File: src/rtl/uart_pkg.sv
// UART shared package: receiver FSM encodings, baud
// divider helpers and the baud-counter width expression.
package uart_pkg;

`ifdef UART_RX_PARITY_EN
  typedef enum logic [2:0] {
    Idle   = 3'd0,
    Start  = 3'd1,
    Data   = 3'd2,
    Stop   = 3'd3,
    Parity = 3'd4
  } rx_state_t;
`else
  typedef enum logic [1:0] {
    Idle  = 2'd0,
    Start = 2'd1,
    Data  = 2'd2,
    Stop  = 2'd3
  } rx_state_t;
`endif

  function automatic int baud_div(
    input int clk_rate,
    input int baud
  );
    return clk_rate / baud;
  endfunction

  function automatic int half_div(
    input int clk_rate,
    input int baud
  );
    return (clk_rate / baud) / 2;
  endfunction

  function automatic int baud_cnt_w(input int div);
    return $clog2(div) + 1;
  endfunction

endpackage

File: src/rtl/uart_rx_axis_if.sv
// Receive stream port: word, valid/ready handshake
// and the one-cycle error pulses.
interface uart_rx_axis_if #(
  parameter int W = 8
);
  logic [W-1:0] rx_data;
  logic         rx_data_valid;
  logic         rx_data_ready;
  logic         frame_err;
  logic         overrun_err;

  modport master (
    output rx_data,
    output rx_data_valid,
    output frame_err,
    output overrun_err,
    input  rx_data_ready
  );

  modport slave (
    input  rx_data,
    input  rx_data_valid,
    input  frame_err,
    input  overrun_err,
    output rx_data_ready
  );
endinterface

File: src/rtl/uart_rx_sync.sv
// Two-flop synchroniser for the serial line plus a
// falling-edge detector; all flops reset to idle-high.
module uart_rx_sync (
  input  logic clk,
  input  logic rst_n,
  input  logic rx_in,
  output logic rx_s,
  output logic fall
);

  logic rx_q1;
  logic rx_s_d;

  // metastability chain and one-cycle delay for edge detect
  always_ff @(posedge clk or negedge rst_n) begin
    if (!rst_n) begin
      rx_q1  <= 1'b1;
      rx_s   <= 1'b1;
      rx_s_d <= 1'b1;
    end else begin
      rx_q1  <= rx_in;
      rx_s   <= rx_q1;
      rx_s_d <= rx_s;
    end
  end

  assign fall = rx_s_d & ~rx_s;

endmodule

File: src/rtl/uart_rx_axis.sv
// UART receiver with valid/ready output, centre sampling.
// Optional parity stage enabled by macro UART_RX_PARITY_EN.
module uart_rx_axis
  import uart_pkg::*;
#(
  parameter int clk_rate = 100000000,
  parameter int Baud     = 115200,
  parameter int Word_len = 8
`ifdef UART_RX_PARITY_EN
  ,
  parameter bit Parity_odd = 1'b0
`endif
) (
  input  logic clk,
  input  logic rst_n,
  input  logic Uart_rx,
`ifdef UART_RX_PARITY_EN
  output logic parity_err,
`endif
  uart_rx_axis_if.master axis
);

  localparam int BaudDiv = baud_div(clk_rate, Baud);
  localparam int HalfDiv = half_div(clk_rate, Baud);
  localparam int CntW    = baud_cnt_w(BaudDiv);
  localparam int BitW    = $clog2(Word_len + 1);

  localparam logic [CntW-1:0] FullTc = CntW'(BaudDiv - 1);
  localparam logic [CntW-1:0] HalfTc = CntW'(HalfDiv - 1);
  localparam logic [BitW-1:0] LastBit = BitW'(Word_len - 1);

  logic rx_s;
  logic fall;

  rx_state_t             state, state_n;
  logic [CntW-1:0]       baud_cnt, cnt_n;
  logic [BitW-1:0]       bit_cnt, bit_n;
  logic [Word_len-1:0]   shift_reg, shift_n;
  logic [Word_len-1:0]   data_q, data_n;
  logic                  valid_q, valid_n;
  logic                  ferr_q, ferr_n;
  logic                  oerr_q, oerr_n;
`ifdef UART_RX_PARITY_EN
  logic                  par_q, par_n;
  logic                  perr_q, perr_n;
`endif

  uart_rx_sync u_sync (
    .clk   (clk),
    .rst_n (rst_n),
    .rx_in (Uart_rx),
    .rx_s  (rx_s),
    .fall  (fall)
  );

  // state, counters, shifter and output registers
  always_ff @(posedge clk or negedge rst_n) begin
    if (!rst_n) begin
      state     <= Idle;
      baud_cnt  <= '0;
      bit_cnt   <= '0;
      shift_reg <= '0;
      data_q    <= '0;
      valid_q   <= 1'b0;
      ferr_q    <= 1'b0;
      oerr_q    <= 1'b0;
`ifdef UART_RX_PARITY_EN
      par_q     <= 1'b0;
      perr_q    <= 1'b0;
`endif
    end else begin
      state     <= state_n;
      baud_cnt  <= cnt_n;
      bit_cnt   <= bit_n;
      shift_reg <= shift_n;
      data_q    <= data_n;
      valid_q   <= valid_n;
      ferr_q    <= ferr_n;
      oerr_q    <= oerr_n;
`ifdef UART_RX_PARITY_EN
      par_q     <= par_n;
      perr_q    <= perr_n;
`endif
    end
  end

  // next-state, bit timing and stop-bit word delivery
  always_comb begin
    state_n = state;
    cnt_n   = baud_cnt;
    bit_n   = bit_cnt;
    shift_n = shift_reg;
    data_n  = data_q;
    valid_n = valid_q & ~axis.rx_data_ready;
    ferr_n  = 1'b0;
    oerr_n  = 1'b0;
`ifdef UART_RX_PARITY_EN
    par_n   = par_q;
    perr_n  = 1'b0;
`endif
    unique case (state)
      Idle: begin
        cnt_n = '0;
        bit_n = '0;
        if (fall) state_n = Start;
      end
      Start: begin
        if (baud_cnt == HalfTc) begin
          cnt_n   = '0;
          state_n = rx_s ? Idle : Data;
        end else begin
          cnt_n = baud_cnt + CntW'(1);
        end
      end
      Data: begin
        if (baud_cnt == FullTc) begin
          cnt_n   = '0;
          shift_n = {rx_s, shift_reg[Word_len-1:1]};
          if (bit_cnt == LastBit) begin
            bit_n = '0;
`ifdef UART_RX_PARITY_EN
            state_n = Parity;
`else
            state_n = Stop;
`endif
          end else begin
            bit_n = bit_cnt + BitW'(1);
          end
        end else begin
          cnt_n = baud_cnt + CntW'(1);
        end
      end
`ifdef UART_RX_PARITY_EN
      Parity: begin
        if (baud_cnt == FullTc) begin
          cnt_n   = '0;
          par_n   = rx_s;
          state_n = Stop;
        end else begin
          cnt_n = baud_cnt + CntW'(1);
        end
      end
`endif
      Stop: begin
        if (baud_cnt == FullTc) begin
          cnt_n   = '0;
          state_n = Idle;
          if (!rx_s) begin
            ferr_n = 1'b1;
`ifdef UART_RX_PARITY_EN
          end else if ((^{shift_reg, par_q}) != Parity_odd) begin
            perr_n = 1'b1;
`endif
          end else if (!valid_q || axis.rx_data_ready) begin
            data_n  = shift_reg;
            valid_n = 1'b1;
          end else begin
            oerr_n = 1'b1;
          end
        end else begin
          cnt_n = baud_cnt + CntW'(1);
        end
      end
      default: begin
        state_n = Idle;
        cnt_n   = '0;
        bit_n   = '0;
      end
    endcase
  end

  assign axis.rx_data       = data_q;
  assign axis.rx_data_valid = valid_q;
  assign axis.frame_err     = ferr_q;
  assign axis.overrun_err   = oerr_q;
`ifdef UART_RX_PARITY_EN
  assign parity_err         = perr_q;
`endif

endmodule

File: src/flat_wrapper.sv
// flat-port wrapper written by rule: the top's interface ports become plain ports
module uart_rx_axis_flat import uart_pkg::*;
#(
  parameter int clk_rate = 100000000,
  parameter int Baud     = 115200,
  parameter int Word_len = 8

)
  (clk, rst_n, Uart_rx, axis_rx_data, axis_rx_data_valid, axis_frame_err, axis_overrun_err, axis_rx_data_ready);
  uart_rx_axis_if #(.W(8)) axis_i ();
  input  logic clk;
  input  logic rst_n;
  input  logic Uart_rx;
  output wire logic [$bits(axis_i.rx_data)-1:0] axis_rx_data;
  output wire logic [$bits(axis_i.rx_data_valid)-1:0] axis_rx_data_valid;
  output wire logic [$bits(axis_i.frame_err)-1:0] axis_frame_err;
  output wire logic [$bits(axis_i.overrun_err)-1:0] axis_overrun_err;
  input wire logic [$bits(axis_i.rx_data_ready)-1:0] axis_rx_data_ready;
  assign axis_rx_data = axis_i.rx_data;
  assign axis_rx_data_valid = axis_i.rx_data_valid;
  assign axis_frame_err = axis_i.frame_err;
  assign axis_overrun_err = axis_i.overrun_err;
  assign axis_i.rx_data_ready = axis_rx_data_ready;
  uart_rx_axis #(.clk_rate(clk_rate), .Baud(Baud), .Word_len(Word_len)) u_core (.clk(clk), .rst_n(rst_n), .Uart_rx(Uart_rx), .axis(axis_i));
endmodule
File: config.mk
export PLATFORM = sky130hd
export DESIGN_NAME = uart_rx_axis_flat
export DESIGN_NICKNAME = d
export VERILOG_FILES = /design/src/rtl/uart_pkg.sv /design/src/rtl/uart_rx_axis_if.sv /design/src/rtl/uart_rx_sync.sv /design/src/rtl/uart_rx_axis.sv /design/src/flat_wrapper.sv
export SDC_FILE = /design/constraint.sdc
export NUM_CORES = 1
export LEC_CHECK = 0
export ABC_CLOCK_PERIOD_IN_PS = 2500
export BUFFER_PORTS_ARGS = -buffer_cell sky130_fd_sc_hd__buf_2
export CAP_MARGIN = 20
export CORE_ASPECT_RATIO = 0.9
export CORE_UTILIZATION = 58
export DETAILED_ROUTE_END_ITERATION = 16
export PLACE_DENSITY = 0.76
export SLEW_MARGIN = 10
export SYNTH_ARGS = -nofsm -noshare
export SYNTH_HDL_FRONTEND = slang
export SYNTH_SLANG_ARGS = --single-unit
export TNS_END_PERCENT = 50
File: constraint.sdc
create_clock -name clk -period 2.5 [get_ports clk]
set_input_delay 0.125 -clock clk [delete_from_list [all_inputs] [get_ports clk]]
set_output_delay 0.125 -clock clk [all_outputs]
set_load 0.01 [all_outputs]
==> summary.md <==
| Metric | Value |
|---|---|
| Core area | `around 2800 um2` |
| Worst Hold Class | `in -> reg` |
| M1 wire length | `1410 um` |
| Cell Pwr Density | `roughly 700 nW/um2` |
| Synth Net Count | `147` |
| Mean area per synthesized cell | `approximately 12 um2` |
| Synth unique cells | `35` |
| Max layer used | `met4` |
| Setup tns final | `0 ns` |
| Post-route cell area | `between 1500 and 2000 um2` |
| Register bit total from synthesis | `39` |
| Max Slew Vio Count | `0` |
| RSZ-0062 raised after global routing | `false` |
| CP Class | `reg -> reg` |
| Worst Setup Slack, final | `0.0841 ns` |
| Mapped Cells | `140` |
| Post-CTS Setup Inserts | `0` |
| Share of cells above drive strength 1 | `31.1%` |
| CTS Buf Count | `5` |
| CTS max path bufs | `2` |
| Critical path required time | `between 2 and 3 ns` |
| Drt pass-1 iters | `4` |
| Met3 wire len | `122 um` |
| Clk_lat worst skew | `between 0.3 and 0.4 ns` |
| Via-to-Cell Ratio | `5.62` |
| Max rail drop VDD | `between 0.0005 and 0.0006 V` |
| Htree depth | `2` |
| CTS Sinks | `39` |
| Num rows | `18` |
| First-pass GRT wire length | `5040 um` |
| Synthesized cell area | `about 1700 um2` |
| Post-CTS resize count | `0` |
| # nets final | `170` |
| Fmax | `slightly above 400 MHz` |
| ANT cells | `0` |
| Synth Warn # | `0` |
| Die width | `approximately 60 um` |
| Pleak | `about 0.99 nW` |
| Largest net degree at the start of global routing | `40` |
| Area growth syn-to-layout | `14.3%` |
| Crit-path cells | `or3_4 -> or3_4 -> or3b_1 -> mux2_4` |
| Routed wire per std cell | `between 10 and 15 um` |
| Initial antenna violation count | `0` |
| Register area share after synthesis | `56.3%` |
| EDFF count, synth | `0` |
| Die area | `roughly 3200 um2` |
| Dpl cells | `around 190` |
| Final setup vio count | `0` |
| Total track usage | `roughly 22%` |
| Via count | `~1100` |
| DRT iter0 DRCs | `52` |
| Pre-CTS setup slack | `0.118 ns` |
| # port buffers | `14` |
| Slew Limit Headroom | `between 40% and 50%` |
| Master of the slowest instance on the critical path | `or3b_1` |
| I/O pins | `15` |
| Clock-pin slew on the worst setup and hold paths | `0.12 ns` |
| Most frequent CP cell | `or3_4` |
| Fin crit period | `approximately 2.4 ns` |
| Overall power | `1.43 mW` |
| DPL Wire Length | `between 2000 and 2500 um` |
| Drt drc | `0` |
| Die height | `about 54 um` |
| CTS tree | `built` |
| Global placement routability congestion | `around 0.80` |
| Max-cap violations | `0` |
| Max reg flops | `11` |
| Final cell count without fillers | `between 200 and 250` |
| GRT overflow | `0` |
| Clock skew | `around 0.015 ns` |
| Final WL | `between 3000 and 4000 um` |
| CP Launch Type | `flop` |
| Element type at the critical path end | `flop` |
| Initial Util | `62.4%` |
| Worst-Margin Slew | `between 0.8 and 0.9 ns` |
| Multi-input logic area | `739 um2` |
| Number of routed nets with antenna violations | `0` |
| Cell area after placement | `1870 um2` |
| Layout fillers | `between 200 and 250` |
| Synth async-reset ratio | `100%` |
| Met2 wire length | `~1400 um` |
| Status | `complete, no violations` |
| Period Utilization, post-route | `between 90% and 100%` |
| CP arrival | `2.66 ns` |
| Vias in the first global route | `roughly 1100` |
| Fin. Hold Viols | `0` |
| Worst-path fanout max | `8` |
| Register area | `around 980 um2` |
| Main synth FF type | `dfrtp_1` |
| CP max stage delay | `approximately 0.62 ns` |
| Root Buffer | `clkbuf_4` |
[where the power goes]
part / internal (mW) / leakage (nW) / switching [mW] / total, mW
Sequential: 0.676 / 0.524 / 0.0648 / 0.741
Clock: 0.311 / 0.0514 / 0.215 / 0.526
Combinational: 0.0786 / 0.415 / 0.0849 / 0.164
[layout by cell type, fill, tap and decap left out, types with 3 or more instances in the layout]
| cell type | count |
|---|---|
| nor2_1 | 13 |
| nand4_1 | 5 |
| buf_4 | 3 |
| dfrtp_1 | 36 |
| a221o_1 | 3 |
| mux2_4 | 8 |
| mux2_2 | 8 |
| nand2_1 | 10 |
| nand2b_1 | 3 |
| and3_1 | 3 |
| dfstp_2 | 3 |
| clkbuf_4 | 5 |
| xor2_1 | 8 |
| nor3_1 | 3 |
| buf_2 | 14 |
| ha_1 | 3 |
| nand3_1 | 6 |
[per-layer routing]
layer  vias to the layer above  global-route usage, %
met4                         0                   11.6
met2                        25                   34.4
met1                       566                   29.0
met5                         -                      0
met3                         9                   5.05
li1                        546                      -
[timing repair]
item,4_1_cts,5_1_grt
endpoints found under the setup margin,0,0
hold endpoints to repair,37,0
hold buffers,2,0
[area by class of cell]
class                      instances  share of cell area (%)
clock inverter                     3                    3.39
clock buffer                       5                    1.89
sequential                        39                    49.2
multi-input combinational         97                    37.1
timing repair buffer              19                    5.66
tap                               40                    2.51
inverter                           1                   0.189
[through the flow]
step	hold slack [ns]	utilization [%]
floorplan	-0.171	-
global placement	0.231	66.8
detailed placement	0.236	66.8
CTS	0.0364	71.3
global route	0.0529	71.3
finish	0.0549	71.3
[kinds of logic (layout without fill, tap and decap cells)]
kind of cell               count (synthesis)  in the layout  share of synthesized area (%)
and+or+nand+nor                           58             58                           18.9
xor gates and xnor gates                   9              9                           4.53
adders and majority gates                  3              3                           2.16
AOI/OAI and AO/OA                         11             11                           4.81
DFF                                       39             39                           56.3
buffers and inverters                      4             28                           1.29
muxes                                     16             16                           12.1
[worst max-delay path, delay by kind of cell, from the launching register on]
family	cells	cell delay [ns]
flops	1	0.45
mux	1	0.38
simple gates	3	1.48
[path summary, 6_finish.rpt]
check	from	to	slack, ns	depth (start not counted)
max	u_core.baud_cnt[3]	u_core.axis.rx_data[4]	0.08	4
min	axis_rx_data_ready	u_core.axis.overrun_err	0.05	3
max reg2reg	u_core.baud_cnt[3]	u_core.axis.rx_data[4]	0.08	4
min reg2reg	u_core.u_sync.rx_q1	u_core.u_sync.rx_s	0.37	0
max in group asynchronous	rst_n	u_core.baud_cnt[0]	1.57	2
min in group asynchronous	rst_n	u_core.axis.rx_data[1]	0.40	2
[synth_stat cells, types with 2 or more instances]
cell type  instances  area [um2]
a21oi_1            2        10.0
a221o_1            3        30.0
and3_1             3        18.8
clkbuf_1           2        7.51
dfrtp_1           36         901
dfstp_2            3        78.8
ha_1               3        37.5
mux2_2             8        90.1
mux2_4             8         120
nand2_1           10        37.5
nand2b_1           3        18.8
nand3_1            6        30.0
nand4_1            5        31.3
nor2_1            13        48.8
nor2b_1            2        12.5
nor3_1             3        15.0
nor3b_1            2        15.0
o211ai_1           2        15.0
or3_4              2        22.5
or3b_1             2        17.5
xor2_1             8        70.1
Power figures use the tool's default switching activity.
